$ cat src/rtl/rotfpga2a_cfg_loader_pkg.sv
// Shared definitions for the rotfpga2a configuration loader: loader FSM
// state encoding and the grid scan-chain length used by the grid wrapper.
package rotfpga2a_cfg_loader_pkg;

    localparam int GRID_CHAIN_LEN = 144;

    typedef enum logic [1:0] {
        ST_IDLE  = 2'd0,
        ST_FETCH = 2'd1,
        ST_SHIFT = 2'd2,
        ST_DONE  = 2'd3
    } state_t;

endpackage

$ cat src/rtl/rotfpga2a_cfg_loader_deser.sv
// Readback deserialiser: collects bits leaving the scan chain LSB-first and
// emits a byte after every 8th bit, or early (zero-padded) on the last bit.
module rotfpga2a_cfg_loader_deser (
    input  logic       clk,
    input  logic       rst,
    input  logic       clear,
    input  logic       sample,
    input  logic       last,
    input  logic       sdi,
    output logic [7:0] rd_data,
    output logic       rd_valid
);

    logic [7:0] acc;
    logic [2:0] cnt;
    logic [7:0] merged;

    // Current partial byte with the incoming bit dropped into its slot.
    always_comb begin
        merged      = acc;
        merged[cnt] = sdi;
    end

    // Accumulate sampled bits; publish on byte completion or final bit.
    always_ff @(posedge clk) begin
        if (rst) begin
            acc      <= 8'd0;
            cnt      <= 3'd0;
            rd_data  <= 8'd0;
            rd_valid <= 1'b0;
        end else begin
            rd_valid <= 1'b0;
            if (clear) begin
                acc <= 8'd0;
                cnt <= 3'd0;
            end else if (sample) begin
                if (cnt == 3'd7 || last) begin
                    rd_data  <= merged;
                    rd_valid <= 1'b1;
                    acc      <= 8'd0;
                    cnt      <= 3'd0;
                end else begin
                    acc <= merged;
                    cnt <= cnt + 3'd1;
                end
            end
        end
    end

endmodule

$ cat src/rtl/rotfpga2a_cfg_loader.sv
// Byte-stream scan-chain loader: fetches configuration bytes over valid/ready,
// shifts them LSB-first into the grid chain with a per-bit strobe, and
// returns the bits leaving the chain as readback bytes.
module rotfpga2a_cfg_loader
    import rotfpga2a_cfg_loader_pkg::*;
#(
    parameter int CHAIN_LEN = GRID_CHAIN_LEN,
    parameter int CW        = $clog2(CHAIN_LEN + 1)
) (
    input  logic       clk,
    input  logic       rst,
    input  logic       start,
    input  logic       abort,
    input  logic [7:0] byte_data,
    input  logic       byte_valid,
    output logic       byte_ready,
    output logic       scan_en,
    output logic       scan_sdo,
    output logic       shift_stb,
    input  logic       scan_sdi,
    output logic [7:0] rd_data,
    output logic       rd_valid,
    output logic       busy,
    output logic       done,
    output logic       err
);

    localparam logic [CW-1:0] LAST_BIT = CW'(CHAIN_LEN - 1);

    state_t        state_q, state_d;
    logic [CW-1:0] bit_cnt_q, bit_cnt_d;
    logic [2:0]    bit_idx_q, bit_idx_d;
    logic [6:0]    data_q, data_d;
    logic          byte_ready_d, scan_en_d, scan_sdo_d, shift_stb_d;
    logic          busy_d, done_d, err_d;
    logic          abort_hit, rb_clear, rb_last, rb_sample;

    // Abort only matters while a load is in flight.
    assign abort_hit = abort && (state_q == ST_FETCH || state_q == ST_SHIFT);
    assign rb_clear  = abort_hit || (state_q == ST_IDLE && start);
    assign rb_last   = (state_q == ST_SHIFT) && (bit_cnt_q == LAST_BIT);
    assign rb_sample = shift_stb && !abort_hit;

    // Next-state and next-output logic; every output is registered.
    always_comb begin
        state_d      = state_q;
        bit_cnt_d    = bit_cnt_q;
        bit_idx_d    = bit_idx_q;
        data_d       = data_q;
        err_d        = err;
        byte_ready_d = 1'b0;
        scan_en_d    = 1'b0;
        scan_sdo_d   = 1'b0;
        shift_stb_d  = 1'b0;
        done_d       = 1'b0;
        case (state_q)
            ST_IDLE: begin
                if (start) begin
                    state_d      = ST_FETCH;
                    bit_cnt_d    = '0;
                    bit_idx_d    = 3'd0;
                    err_d        = 1'b0;
                    byte_ready_d = 1'b1;
                end
            end
            ST_FETCH: begin
                if (abort) begin
                    state_d = ST_IDLE;
                    err_d   = 1'b1;
                end else if (byte_valid) begin
                    state_d     = ST_SHIFT;
                    data_d      = byte_data[7:1];
                    bit_idx_d   = 3'd0;
                    scan_en_d   = 1'b1;
                    shift_stb_d = 1'b1;
                    scan_sdo_d  = byte_data[0];
                end else begin
                    byte_ready_d = 1'b1;
                end
            end
            ST_SHIFT: begin
                if (abort) begin
                    state_d = ST_IDLE;
                    err_d   = 1'b1;
                end else begin
                    bit_cnt_d = bit_cnt_q + CW'(1);
                    if (bit_cnt_q == LAST_BIT) begin
                        // Chain full: leftover bits of a partial byte are dropped.
                        state_d = ST_DONE;
                        done_d  = 1'b1;
                    end else if (bit_idx_q == 3'd7) begin
                        state_d      = ST_FETCH;
                        byte_ready_d = 1'b1;
                    end else begin
                        bit_idx_d   = bit_idx_q + 3'd1;
                        data_d      = {1'b0, data_q[6:1]};
                        scan_en_d   = 1'b1;
                        shift_stb_d = 1'b1;
                        scan_sdo_d  = data_q[0];
                    end
                end
            end
            ST_DONE: begin
                state_d = ST_IDLE;
            end
            default: begin
                state_d = ST_IDLE;
            end
        endcase
        busy_d = (state_d == ST_FETCH) || (state_d == ST_SHIFT);
    end

    // Control state and registered outputs.
    always_ff @(posedge clk) begin
        if (rst) begin
            state_q    <= ST_IDLE;
            bit_cnt_q  <= '0;
            bit_idx_q  <= 3'd0;
            byte_ready <= 1'b0;
            scan_en    <= 1'b0;
            scan_sdo   <= 1'b0;
            shift_stb  <= 1'b0;
            busy       <= 1'b0;
            done       <= 1'b0;
            err        <= 1'b0;
        end else begin
            state_q    <= state_d;
            bit_cnt_q  <= bit_cnt_d;
            bit_idx_q  <= bit_idx_d;
            byte_ready <= byte_ready_d;
            scan_en    <= scan_en_d;
            scan_sdo   <= scan_sdo_d;
            shift_stb  <= shift_stb_d;
            busy       <= busy_d;
            done       <= done_d;
            err        <= err_d;
        end
    end

    // Remaining bits of the byte being shifted.
    always_ff @(posedge clk) begin
        data_q <= data_d;
    end

    rotfpga2a_cfg_loader_deser u_deser (
        .clk      (clk),
        .rst      (rst),
        .clear    (rb_clear),
        .sample   (rb_sample),
        .last     (rb_last),
        .sdi      (scan_sdi),
        .rd_data  (rd_data),
        .rd_valid (rd_valid)
    );

endmodule
$ cat config.mk
export PLATFORM = sky130hd
export DESIGN_NAME = rotfpga2a_cfg_loader
export DESIGN_NICKNAME = d
export VERILOG_FILES = /design/src/rtl/rotfpga2a_cfg_loader_pkg.sv /design/src/rtl/rotfpga2a_cfg_loader_deser.sv /design/src/rtl/rotfpga2a_cfg_loader.sv
export SDC_FILE = /design/constraint.sdc
export NUM_CORES = 1
export LEC_CHECK = 0
export ABC_AREA = 1
export BUFFER_PORTS_ARGS = -buffer_cell sky130_fd_sc_hd__buf_2
export CAP_MARGIN = 20
export CORE_UTILIZATION = 51
export DETAILED_ROUTE_END_ITERATION = 8
export GPL_ROUTABILITY_DRIVEN = 0
export HOLD_SLACK_MARGIN = 0.06
export PLACE_DENSITY = 0.75
export SLEW_MARGIN = 20
export SYNTH_ARGS = -nofsm -noshare
export SYNTH_HDL_FRONTEND = slang
export SYNTH_SLANG_ARGS = --single-unit
$ cat constraint.sdc
create_clock -name clk -period 2.7 [get_ports clk]
set_input_delay 0.27 -clock clk [delete_from_list [all_inputs] [get_ports clk]]
set_output_delay 0.27 -clock clk [all_outputs]
set_load 0.01 [all_outputs]
Word level (Yosys, flattened, before mapping):

Cells that the tools add are included.

* magnitude comparators: 2
* div/mod/pow operators: 0
* equality and inequality tests: 15
* muxes and demuxes: 52
* shift operators: 0
* multipliers: 0
* bitwise logic cells: 3
* add/sub/neg operators: 3
* reductions and logical operators: 24

Operator list (number)
* $mux 7: 5
* $mux 8: 3
* $mux 1: 21
* $mux 3: 7
* $pmux 8 s2: 1
* $pmux 7 s2: 1
* $mux 2: 6
* $ne 2x2->1 const B: 6
* $pmux 3 s3: 1
* $reduce_and 3->1: 3
* $add 8x1->8 const B: 1
* $bwmux 8: 1
* $eq 8x8->1 const B: 1
* $pmux 2 s4: 1
* $reduce_and 7->1: 1
* $add 3x1->3 const B: 2
* $eq 2x2->1 const B: 3
* $eq 3x3->1 const B: 2
* $pmux 1 s2: 3
* $reduce_and 6->1: 1
* $reduce_bool 2->1: 3
* $reduce_or 3->1: 2
* $logic_and 1x1->1: 5
* $eq 2x1->1 const B: 2
* other kinds (11): 17

* bits of input ports: 14
* logic and storage cells: 113
* output and inout bits: 16
* RAM bits: 0
* ROM bits: 0
* memories kept: 0
* flip-flop bits (word level): 46
* bits in latches: 0

Logic depth before layout (Yosys ltp):

Gate-level depths: netlist of the first run.

* depth in word-level cells: 7
* mapped depth: 14
* mapped depth without buffers: 13

Hierarchy:

A second synthesis of the first run with hierarchy kept.

* cells, all modules: 340
* area total of the unflattened synthesis: 2476.1 µm²

Modules (own cells, without submodules)
* rotfpga2a_cfg_loader: cells an instance 192, seq. area each 590.6 µm², area each 1441.4 µm², times used 1
* rotfpga2a_cfg_loader_deser: cells an instance 148, seq. area each 400.4 µm², area each 1034.7 µm², times used 1

Least setup slack after synthesis of the first run:

No wires, ideal clock.

* path kind: register to register
* from: register state_q[0]
* to: register data_q[0], enable pin
* data required time: 2.288 ns
* clock period less this slack: 2.569 ns
* setup time: 0.412 ns
* buffers on the path: 1
* arrival time: 2.157 ns
* slack: 0.131 ns
* cell stages (with the launch flop): 7
* cells stage by stage: dfxtp_1 inv_1 ha_1 buf_6 nand4_4 nand2_1 a2111oi_0

* longest elaborated chain between the ends: 3
* elaborated cells on any way between the ends: 9
* classes of those cells: 7 x eq/ne; 2 x reduce/logical

Ends and longest elaborated chain
* from (decl): line rotfpga2a_cfg_loader.sv:30 `state_t state_q, state_d;`
* from (signal assigned): line rotfpga2a_cfg_loader.sv:127 `state_q <= state_d;`
* $eq 2x2->1 / $eq 2x1->1 (equally long branches): line rotfpga2a_cfg_loader.sv:56 `case (state_q)`
* $ne 2x2->1 (no source line) / $reduce_bool 2->1 (equally long branches)
* $reduce_and 6->1 (no source line) (*)
* to (signal assigned): line rotfpga2a_cfg_loader.sv:142 `data_q <= data_d;`
* to (decl): line rotfpga2a_cfg_loader.sv:33 `logic [6:0] data_q, data_d;`

Every way passes the cells marked *; elsewhere a longest branch is shown, timed or not.
A chain may end at the register's enable or synchronous reset.

Final worst setup path of the first run:

* from: register state_q[0]
* to: register u_deser.rd_data[1]

* longest elaborated chain between the ends: 6
* elaborated cells on any way between the ends: 13
* classes of those cells: 2 x eq/ne; 1 x bitwise; 10 x reduce/logical

Ends and longest elaborated chain
* $eq 2x1->1 / $eq 2x2->1 (equally long branches): line rotfpga2a_cfg_loader.sv:39, rotfpga2a_cfg_loader.sv:41
* $logic_or 1x1->1: line rotfpga2a_cfg_loader.sv:39 `assign abort_hit = abort && (state_q == ST_FETCH || state_q == ST_SHIFT);`
* $logic_and 1x1->1: line rotfpga2a_cfg_loader.sv:39
* $logic_not 1->1 / $logic_or 1x1->1 (equally long branches): line rotfpga2a_cfg_loader.sv:42, rotfpga2a_cfg_loader.sv:40
* $logic_and 1x1->1 / $not 1->1 (equally long branches)
* $reduce_and 3->1 (no source line) (*)
* to (signal assigned): line rotfpga2a_cfg_loader_deser.sv:38 `rd_data <= merged;`
* to (decl): line rotfpga2a_cfg_loader_deser.sv:10 `output logic [7:0] rd_data,`

Marks and branches as above.

==> flow_metrics.env, run 1 <==
export IMPL_avgRoutedWirePerCell_um=12.51
export IMPL_hold_buffers=0
export IMPL_diodes=0
export IMPL_power_density_nw_per_um2=495.4
export IMPL_cts_resized=0
export IMPL_cts_htree_levels=2
export IMPL_portBuffers=29
export IMPL_synthCells=298
export IMPL_hold_violations=0
export IMPL_synth_ff_latch_count=46
export IMPL_r2r_start="state_q[0]$_SDFF_PP0_"
export IMPL_yosys_cell_count_top_type="nand2_1"
export IMPL_rr_endpoint="u_deser.rd_data[1]$_SDFFE_PP0P_"
export IMPL_worst_slew_pin_slew_ns=0.6086
export IMPL_clock_path_buffers=2
export IMPL_die_w_um=69.19
export IMPL_critPathArrivalTime_ns=2.27
export IMPL_fp_dieArea_um2=4787
export IMPL_antenna_found_initial=0
export IMPL_rsz0062_at_grt="no"
export IMPL_synth_edff_count=7
export IMPL_synth_compound_area_share_pct=14.13
export IMPL_critPathKind="reg2reg"
export IMPL_nets=353
export IMPL_syn_area_per_cell_um2=7.726
export IMPL_synth_top_cell_area_share_pct=33.91
export IMPL_yosys_area_share_simple_pct=30.11
export IMPL_grt_pass1_wl_um=8321
export IMPL_maxSlewHeadroom_pct=59.43
export IMPL_async_flop_share_pct=0
export IMPL_cp_endpoint="u_deser.rd_data[1]$_SDFFE_PP0P_"
export IMPL_cts_setup_buffers=0
export IMPL_num_rows=24
export IMPL_fin_cells=381
export IMPL_hold_path_class="in2reg"
export IMPL_ys_warnings_count=0
export IMPL_drtIter0Drc=112
export IMPL_fmax_mhz=480.7
export IMPL_fin_ws_ns=0.6197
export IMPL_synth_net_count=323
export IMPL_first_global_vias=1978
export IMPL_setup_tns_ns=0
export IMPL_grt_overflow=0
export IMPL_setup_violations_final=0
export IMPL_yosysSeqAreaShare_pct=43.04
export IMPL_synthAdderAreaFrac_pct=5.978
export IMPL_worstPathMaxFanout=14
export IMPL_grt_total_usage_pct=21.27
export IMPL_yosys_cell_types_count=30
export IMPL_placed_cells=373
export IMPL_cp_start_kind="register"
export IMPL_rrSetupSlack_ns=0.62
export IMPL_syn_cell_area_um2=2302
export IMPL_synth_area_leader_cell="dfxtp_1"
export IMPL_startpoint="state_q[0]$_SDFF_PP0_"
export IMPL_p_leak_nw=1.118
export IMPL_die_h_um=69.19
export IMPL_layout_drive_gt1_share_pct=17.33
export IMPL_end_kind="register"
export IMPL_synth_ff_type="dfxtp_1"
export IMPL_core_um2=4354
export IMPL_clk_pin_slew_ns=0.09
export IMPL_synth_mux_area_share_pct=0
export IMPL_skew_ns=0.008421
export IMPL_yosys_top_cells_area="dfxtp_1, nand2_1, edfxtp_1"
export IMPL_synth_top_family_by_area="simple AND/OR/NAND/NOR gates"
export IMPL_dr_pass1_iters=4
export IMPL_ant_nets=0
export IMPL_pre_cts_slack_ns=0.6561
export IMPL_maxCapViolations=0
export IMPL_cts_buffers=5
export IMPL_ys_top_cells_by_count="nand2_1, dfxtp_1, a21oi_1, inv_1, nor2_1"
export IMPL_report_final_slew_viol_count=0
export IMPL_worstSkewPairLatency_ns=0.30
export IMPL_hpwl_um=3440
export IMPL_cp_data_required_time_ns=2.89
export IMPL_ios=30
export IMPL_syn2layout_area_growth_pct=12.72
export IMPL_rr_worst_depth=7
export IMPL_routed_via_density=5.336
export IMPL_ir_worst_vdd_mv=0.3330
export IMPL_vias=2033
export IMPL_root_buffer="clkbuf_8"
export IMPL_synthXorXnorAreaFrac_pct=0
export IMPL_fin_crit_sh_pct=77.05
export IMPL_min_period_ns=2.080
export IMPL_status="finished, final reports clean"
export IMPL_cts_sinks=46
export IMPL_wirelength_um=4766
export IMPL_grt_max_degree=19
export IMPL_route_detailed_drc=0
export IMPL_cts_tree="yes"
export IMPL_start_util_pct=52.87
## area by class of cell
type                    instances  area, µm²
multi-input cells             215       1157
well taps                      52      65.06
repair buffers                 32      167.7
inverters                      28      110.1
fillers                       405       1759
clock inverters                 2      10.01
clock buffers                   6      93.84
flip-flops and latches         46      991.0
## worst min-delay path by stage
stage,from,to,cells after the start
finish,byte_data[2],data_q[1]$_DFFE_PP_,3
CTS,byte_data[3],data_q[2]$_DFFE_PP_,3
global placement,u_deser.rd_data[5]$_SDFFE_PP0P_,u_deser.rd_data[5]$_SDFFE_PP0P_,2
floorplan,bit_idx_q[0]$_SDFFE_PP0P_,bit_idx_q[0]$_SDFFE_PP0P_,2
global route,byte_data[5],data_q[4]$_DFFE_PP_,3
detailed placement,u_deser.rd_data[5]$_SDFFE_PP0P_,u_deser.rd_data[5]$_SDFFE_PP0P_,2
## cell usage in the layout, fill, tap and decap left out, drive strengths merged
cell     count
nor2        25
nand3b       3
edfxtp       7
a2111oi      1
clkbuf       6
o21ai       18
a21oi       36
nand2       79
buf         32
o221a        1
clkinv       4
ha          11
nand3       21
nand4       14
inv         26
nor3         1
a31oi        3
a211oi       1
dfxtp       39
a31o         1
## power breakdown
| group | switching, W | internal, W |
|---|---|---|
| Clock | 0.000227 | 0.000235 |
| Sequential | 0.00000649 | 0.000708 |
| Combinational | 0.0000710 | 0.0000382 |
| Total | 0.000304 | 0.000981 |
## sequential cells by signal (all words and copies together), names as in the netlist
register	flops
u_deser.cnt	3
bit_cnt_q	8
u_deser.rd_valid	1
err	1
shift_stb	1
done	1
u_deser.rd_data	8
u_deser.acc	8
busy	1
data_q	7
state_q	2
byte_ready	1
bit_idx_q	3
scan_sdo	1
## layer usage
metal | vias up | track usage [%] | part of all wire [%]
met5 | - | 0 | 0
met4 | 0 | 7.937 | 1.5
met3 | 7 | 4.797 | 3.2
met2 | 34 | 36.14 | 47
met1 | 930 | 26.26 | 48
li1 | 1062 | - | -
## worst max-delay path, cell delays in order, from the launching register on
cell	delay (ns)
dfxtp_1	0.34
inv_1	0.12
ha_1	0.56
nand4_4	0.33
nand2_2	0.26
nand2_4	0.11
o21ai_0	0.19
nor2_1	0.05
## per-stage QoR
| stage | total power, W | util (%) | area, µm² | hold slack, ns |
|---|---|---|---|---|
| global placement | 0.0008371 | 57.21 | 2491 | 0.4501 |
| detailed placement | 0.0008385 | 57.21 | 2491 | 0.4538 |
| floorplan | 0.0008054 | - | 2302 | 0.4416 |
| finish | 0.001286 | 59.60 | 2595 | 0.2387 |
| global route | 0.001341 | 59.60 | 2595 | 0.2394 |
| CTS | 0.001298 | 59.60 | 2595 | 0.2341 |
## cells by family (layout without fill, tap and decap cells)
| family | after synthesis | count (layout) |
|---|---|---|
| flops | 46 | 46 |
| compound gates | 61 | 61 |
| fa+ha+maj | 11 | 11 |
| simple gates | 143 | 143 |
| buf+inv | 37 | 68 |
(Power assumes the default switching activity.)
==> run 2, diff against run 1 <==
--- a/config.mk
+++ b/config.mk
@@ -8,11 +8,11 @@
 export ABC_AREA = 1
 export BUFFER_PORTS_ARGS = -buffer_cell sky130_fd_sc_hd__buf_2
 export CAP_MARGIN = 20
-export CORE_UTILIZATION = 51
+export CORE_UTILIZATION = 57
 export DETAILED_ROUTE_END_ITERATION = 8
 export GPL_ROUTABILITY_DRIVEN = 0
 export HOLD_SLACK_MARGIN = 0.06
-export PLACE_DENSITY = 0.75
+export PLACE_DENSITY = 0.79
 export SLEW_MARGIN = 20
 export SYNTH_ARGS = -nofsm -noshare
 export SYNTH_HDL_FRONTEND = slang
==> constraint.sdc (replaced) <==
create_clock -name clk -period 2 [get_ports clk]
set_input_delay 0.2 -clock clk [delete_from_list [all_inputs] [get_ports clk]]
set_output_delay 0.2 -clock clk [all_outputs]
set_load 0.01 [all_outputs]
==> run 2 against run 1 <==
Global-route usage grew 2.5 points. Worst setup slack lost 0.49 ns. Critical endpoint is now u_deser.rd_data[4]$_SDFFE_PP0P_. Largest power group unchanged. Wire length shrank 0.13%. Critical path type unchanged. Flip-flop and latch count is the same.
==> flow_metrics.env, run 2 (synthesis gave the netlist of run 1 again) <==
export IMPL_final_common_cell="nand2_1"
export IMPL_clk_pin_slew_ns=0.09
export IMPL_cp_top_family="flip-flops"
export IMPL_crit_chain="inv_1 -> ha_1 -> nand2_1 -> nand2_1 -> nor2_2 -> buf_4 -> nand3_1 -> a21oi_1"
export IMPL_seqPwrFrac_pct=58.4
export IMPL_combPwrFrac_pct=9.3
export IMPL_core_um2=3771
export IMPL_layout_common_cells="nand2_1, dfxtp_1, a21oi_1"
export IMPL_power_switching_w=0.0004089
export IMPL_syn2layout_area_growth_pct=13.53
export IMPL_hpwl_um=3462
export IMPL_hold_path_depth=3
export IMPL_fp_dieArea_um2=4297
export IMPL_cp_data_required_time_ns=2.23
export IMPL_report_final_slew_viol_count=0
export IMPL_first_global_vias=1807
export IMPL_maxSlewHeadroom_pct=77.05
export IMPL_skew_ns=0.01278
export IMPL_clkPwrFrac_pct=32.4
export IMPL_ant_nets=0
export IMPL_portBuffers=29
export IMPL_routed_via_density=5.408
export IMPL_grt_overflow=0
export IMPL_fmax_mhz=534.7
export IMPL_cp_num_buf_inv=2
export IMPL_avgRoutedWirePerCell_um=12.53
export IMPL_worstPathMaxFanout=6
export IMPL_ir_worst_vdd_mv=0.4526
export IMPL_drtIter0Drc=110
export IMPL_status="finished, final reports clean"
export IMPL_hold_violations=0
export IMPL_slowest_stage="dfxtp_1"
export IMPL_placed_cells=373
export IMPL_cts_buffers=5
export IMPL_start_util_pct=61.05
export IMPL_stdcell_area_um2=2614
export IMPL_power_density_nw_per_um2=632.2
export IMPL_nFillCells=327
export IMPL_nets=357
export IMPL_seq_area_um2=992.2
export IMPL_worst_path_stages=8
export IMPL_p_leak_nw=1.128
export IMPL_min_period_ns=1.870
export IMPL_hold_slack_ns=0.1647
export IMPL_layout_drive_gt1_share_pct=19.28
export IMPL_clock_path_buffers=2
export IMPL_cts_htree_levels=2
export IMPL_wirelength_um=4760
export IMPL_worstSkewPairLatency_ns=0.30
export IMPL_grt_max_degree=19
export IMPL_intPower_w=0.001244
export IMPL_die_w_um=65.55
export IMPL_cp_start_kind="register"
export IMPL_swShare_pct=24.74
export IMPL_end_kind="register"
export IMPL_vias=2055
export IMPL_grt_pass1_wl_um=7866
export IMPL_fin_cells=380
export IMPL_critPathKind="reg2reg"
export IMPL_root_buffer="clkbuf_8"
export IMPL_route_detailed_drc=0
export IMPL_multi_input_area_um2=1175
export IMPL_hold_path_class="in2reg"
export IMPL_num_rows=22
export IMPL_fin_crit_sh_pct=93.52
export IMPL_antenna_found_initial=0
export IMPL_diodes=0
export IMPL_crit_top_cell="nand2_1"
export IMPL_reg_top3="bit_cnt_q (8), u_deser.acc (8), u_deser.rd_data (8)"
export IMPL_worst_slew_pin_slew_ns=0.3407
export IMPL_cts_tree="yes"
export IMPL_critPathArrivalTime_ns=2.10
export IMPL_cts_setup_buffers=0
export IMPL_rsz0062_at_grt="yes"
export IMPL_rr_worst_depth=8
export IMPL_die_h_um=65.55
export IMPL_cts_sinks=46
export IMPL_dr_pass1_iters=5
export IMPL_ios=30
export IMPL_maxCapViolations=0
export IMPL_place_area_um2=2521
export IMPL_grt_total_usage_pct=23.80
export IMPL_setup_violations_final=0
export IMPL_max_stage_delay_ns=0.47
==> run 2: power by group through the flow <==
stage	logic, W	clock network [W]	registers, W
final	0.000153	0.000535	0.000964
after global routing	0.000172	0.000589	0.000967
after floorplan	0.000102	0	0.000987
after detailed placement	0.000150	0	0.000986
after global placement	0.000147	0	0.000985
after CTS	0.000151	0.000548	0.000964
==> run 2: what timing repair did <==
action | in CTS | in global routing
setup endpoints to repair | 0 | 3
gates resized for setup | 0 | 4
hold buffers | 0 | 0
==> run 2: stage by stage <==
| step | total power (W) | setup TNS, ns | setup WS [ns] | util, % |
|---|---|---|---|---|
| finish | 0.001652 | 0 | 0.1297 | 69.31 |
| global route | 0.001727 | -0.01138 | -0.01138 | 69.31 |
| CTS | 0.001663 | 0 | 0.06505 | 68.94 |
| detailed placement | 0.001136 | 0 | 0.09321 | 66.85 |
| global placement | 0.001132 | 0 | 0.1936 | 66.85 |
| floorplan | 0.001089 | 0 | 0.1057 | - |
==> run 2: cell type report <==
cell class,count,share of cell area [%]
repair buffers,36,7.563
multi-input cells,215,44.95
flip-flops and latches,46,37.96
inverters,28,4.213
clock buffers,5,2.633
clock inverters,2,0.3830
well taps,48,2.298
==> run 2: worst paths after layout <==
kind / from / end / slack (ns)
max reg2reg: state_q[1]$_SDFF_PP0_ / u_deser.rd_data[4]$_SDFFE_PP0P_ / 0.13
max: state_q[1]$_SDFF_PP0_ / u_deser.rd_data[4]$_SDFFE_PP0P_ / 0.13
min reg2reg: u_deser.rd_data[3]$_SDFFE_PP0P_ / u_deser.rd_data[3]$_SDFFE_PP0P_ / 0.46
min: byte_data[1] / data_q[0]$_DFFE_PP_ / 0.16
==> run 2: worst reg2reg max path: cells and delay by family, from the launching register on <==
family	cells	cell delay, ns
DFF	1	0.47
and+or+nand+nor	4	0.47
adders and majority gates	1	0.38
buffers and inverters	2	0.33
AOI/OAI and AO/OA	1	0.15
==> run 2: routing by layer <==
layer / GRT usage, % / part of all wire, %
met5: 0 / 0
met4: 8.696 / 0.76
met3: 5.729 / 4.6
met2: 38.92 / 48
met1: 30.24 / 46
==> run 3, diff against run 2 <==
--- a/config.mk
+++ b/config.mk
@@ -8,6 +8,7 @@
 export ABC_AREA = 1
 export BUFFER_PORTS_ARGS = -buffer_cell sky130_fd_sc_hd__buf_2
 export CAP_MARGIN = 20
+export CORE_MARGIN = 2
 export CORE_UTILIZATION = 57
 export DETAILED_ROUTE_END_ITERATION = 8
 export GPL_ROUTABILITY_DRIVEN = 0
==> run 3 against run 2 <==
Flip-flop and latch count is the same. Critical path depth is the same. Largest power group unchanged. Non-clock buffer count shrank 1. Clock power grew 30%. Worst setup slack gained 0.052 ns. Total power grew 9.6%. Clock-buffer cell count grew 1. Wire length grew 0.48%. Hold slack gained 0.0027 ns. Via count grew 0.83%.
==> flow_metrics.env, run 3 (synthesis gave the netlist of run 1 again) <==
export IMPL_fin_ws_ns=0.1818
export IMPL_rsz0062_at_grt="no"
export IMPL_clk_pin_slew_ns=0.09
export IMPL_portBuffers=29
export IMPL_fin_crit_sh_pct=90.91
export IMPL_worstSkewPairLatency_ns=0.30
export IMPL_holdPathEnd="data_q[2]$_DFFE_PP_"
export IMPL_core_um2=3943
export IMPL_grt_pass1_wl_um=8300
export IMPL_root_buffer="clkbuf_8"
export IMPL_start_util_pct=58.39
export IMPL_pre_cts_slack_ns=0.2138
export IMPL_wl_met3_um=163
export IMPL_fin_cells=382
export IMPL_antenna_found_initial=0
export IMPL_intPower_w=0.001383
export IMPL_clock_path_buffers=2
export IMPL_setup_violations_final=0
export IMPL_ios=30
export IMPL_layout_common_cells="nand2_1, dfxtp_1, a21oi_1"
export IMPL_power_density_nw_per_um2=686.6
export IMPL_avgRoutedWirePerCell_um=12.52
export IMPL_routed_via_density=5.424
export IMPL_r2r_start="state_q[1]$_SDFF_PP0_"
export IMPL_hold_path_depth=3
export IMPL_maxSlewHeadroom_pct=76.00
export IMPL_die_h_um=67.55
export IMPL_route_detailed_drc=0
export IMPL_reg_top3="bit_cnt_q (8), u_deser.acc (8), u_deser.rd_data (8)"
export IMPL_drtIter0Drc=122
export IMPL_syn2layout_area_growth_pct=14.62
export IMPL_fmax_mhz=550.0
export IMPL_worst_slew_pin_slew_ns=0.3601
export IMPL_maxCapViolations=0
export IMPL_cts_htree_levels=2
export IMPL_fin_util_pct=66.93
export IMPL_hpwl_um=3421
export IMPL_vias=2072
export IMPL_rrSetupSlack_ns=0.18
export IMPL_layout_drive_gt1_share_pct=18.67
export IMPL_wl_met2_um=2354
export IMPL_rr_worst_depth=8
export IMPL_ir_worst_vdd_mv=0.4952
export IMPL_placed_cells=374
export IMPL_rr_endpoint="bit_idx_q[0]$_SDFFE_PP0P_"
export IMPL_hold_slack_ns=0.1674
export IMPL_nFillCells=343
export IMPL_first_global_vias=1904
export IMPL_fp_dieArea_um2=4563
export IMPL_hp_start="byte_data[3]"
export IMPL_grt_total_usage_pct=24.08
export IMPL_skew_ns=0.008127
export IMPL_multi_input_area_um2=1162
export IMPL_grt_overflow=0
export IMPL_nets=356
export IMPL_cts_sinks=46
export IMPL_report_final_slew_viol_count=0
export IMPL_critPathArrivalTime_ns=2.00
export IMPL_seq_area_um2=992.2
export IMPL_critPathKind="reg2reg"
export IMPL_power_switching_w=0.0004290
export IMPL_setup_tns_ns=0
export IMPL_seqPwrFrac_pct=53.2
export IMPL_cts_tree="yes"
export IMPL_diodes=0
export IMPL_cts_buffers=5
export IMPL_combPwrFrac_pct=8.4
export IMPL_wirelength_um=4783
export IMPL_grt_max_degree=20
export IMPL_end_kind="register"
export IMPL_num_rows=23
export IMPL_die_w_um=67.55
export IMPL_dr_pass1_iters=4
export IMPL_clkPwrFrac_pct=38.4
export IMPL_hold_path_class="in2reg"
export IMPL_cp_start_kind="register"
export IMPL_final_common_cell="nand2_1"
export IMPL_hold_violations=0
export IMPL_p_leak_nw=1.137
export IMPL_worstPathMaxFanout=6
export IMPL_dr_max_layer_used="met4"
export IMPL_swShare_pct=23.68
export IMPL_ant_nets=0
export IMPL_cts_setup_buffers=0
export IMPL_m1WireLength_um=2202
export IMPL_status="finished, final reports clean"
export IMPL_min_period_ns=1.818
export IMPL_cp_data_required_time_ns=2.19
export IMPL_hold_buffers=0
-- run 3: cell types whose count changed in the layout (fill, tap and decap cells not counted) --
cell and delta:
clkbuf_1 +1, ha_1 +1, buf_4 -2, bufinv_16 +1, buf_12 +1, clkinv_2 -2
ha_4 -1, inv_4 +1
-- run 3: cell type report --
cell class / instances / area share (%)
clock buffers: 6 / 2.750
clock inverters: 2 / 1.375
inverters: 28 / 4.173
multi-input cells: 215 / 44.05
flip-flops and latches: 46 / 37.60
well taps: 50 / 2.371
repair buffers: 35 / 7.681
-- run 3: how the worst max path moves through the flow --
| stage | from | to | slack, ns | depth (start not counted) |
|---|---|---|---|---|
| after floorplan | state_q[0]$_SDFF_PP0_ | data_q[0]$_DFFE_PP_ | 0.11 | 6 |
| after global placement | state_q[0]$_SDFF_PP0_ | data_q[6]$_SDFFCE_PP0P_ | 0.27 | 7 |
| after detailed placement | state_q[0]$_SDFF_PP0_ | data_q[6]$_SDFFCE_PP0P_ | 0.21 | 7 |
| after CTS | state_q[0]$_SDFF_PP0_ | bit_idx_q[0]$_SDFFE_PP0P_ | 0.19 | 9 |
| after global routing | state_q[1]$_SDFF_PP0_ | bit_idx_q[0]$_SDFFE_PP0P_ | 0.02 | 8 |
| final | state_q[1]$_SDFF_PP0_ | bit_idx_q[0]$_SDFFE_PP0P_ | 0.18 | 8 |
-- run 3: power groups by stage --
stage               clock network (W)  registers, W  logic, W
global route                 0.000746      0.000967  0.000172
detailed placement                  0      0.000986  0.000148
CTS                          0.000704      0.000964  0.000151
floorplan                           0      0.000987  0.000102
global placement                    0      0.000985  0.000146
finish                       0.000696      0.000964  0.000152
-- run 3: per-layer routing --
metal / vias up / GRT usage, %
li1: 1073 / -
met5: - / 0
met2: 32 / 40.44
met4: 0 / 8.418
met3: 5 / 5.500
met1: 962 / 30.25
-- run 3: stage by stage --
step	area (µm²)	power, W
floorplan	2308	0.001089
global placement	2529	0.001131
detailed placement	2529	0.001134
CTS	2638	0.001818
global route	2639	0.001884
finish	2639	0.001812
-- run 3: critical path, cell delays in order, from the launching register on --
cell and delay [ns]:
dfxtp_1 0.44, inv_1 0.11, ha_1 0.25, nand2_2 0.17
nand2_1 0.12, nor2_1 0.11, nand3_1 0.17, o21ai_0 0.25
a21oi_1 0.08
-- run 3: repair_timing --
action / in CTS / in global routing
resized for setup: 0 / 2
endpoints found under the setup margin: 0 / 11
endpoints found under the hold margin: 0 / 0
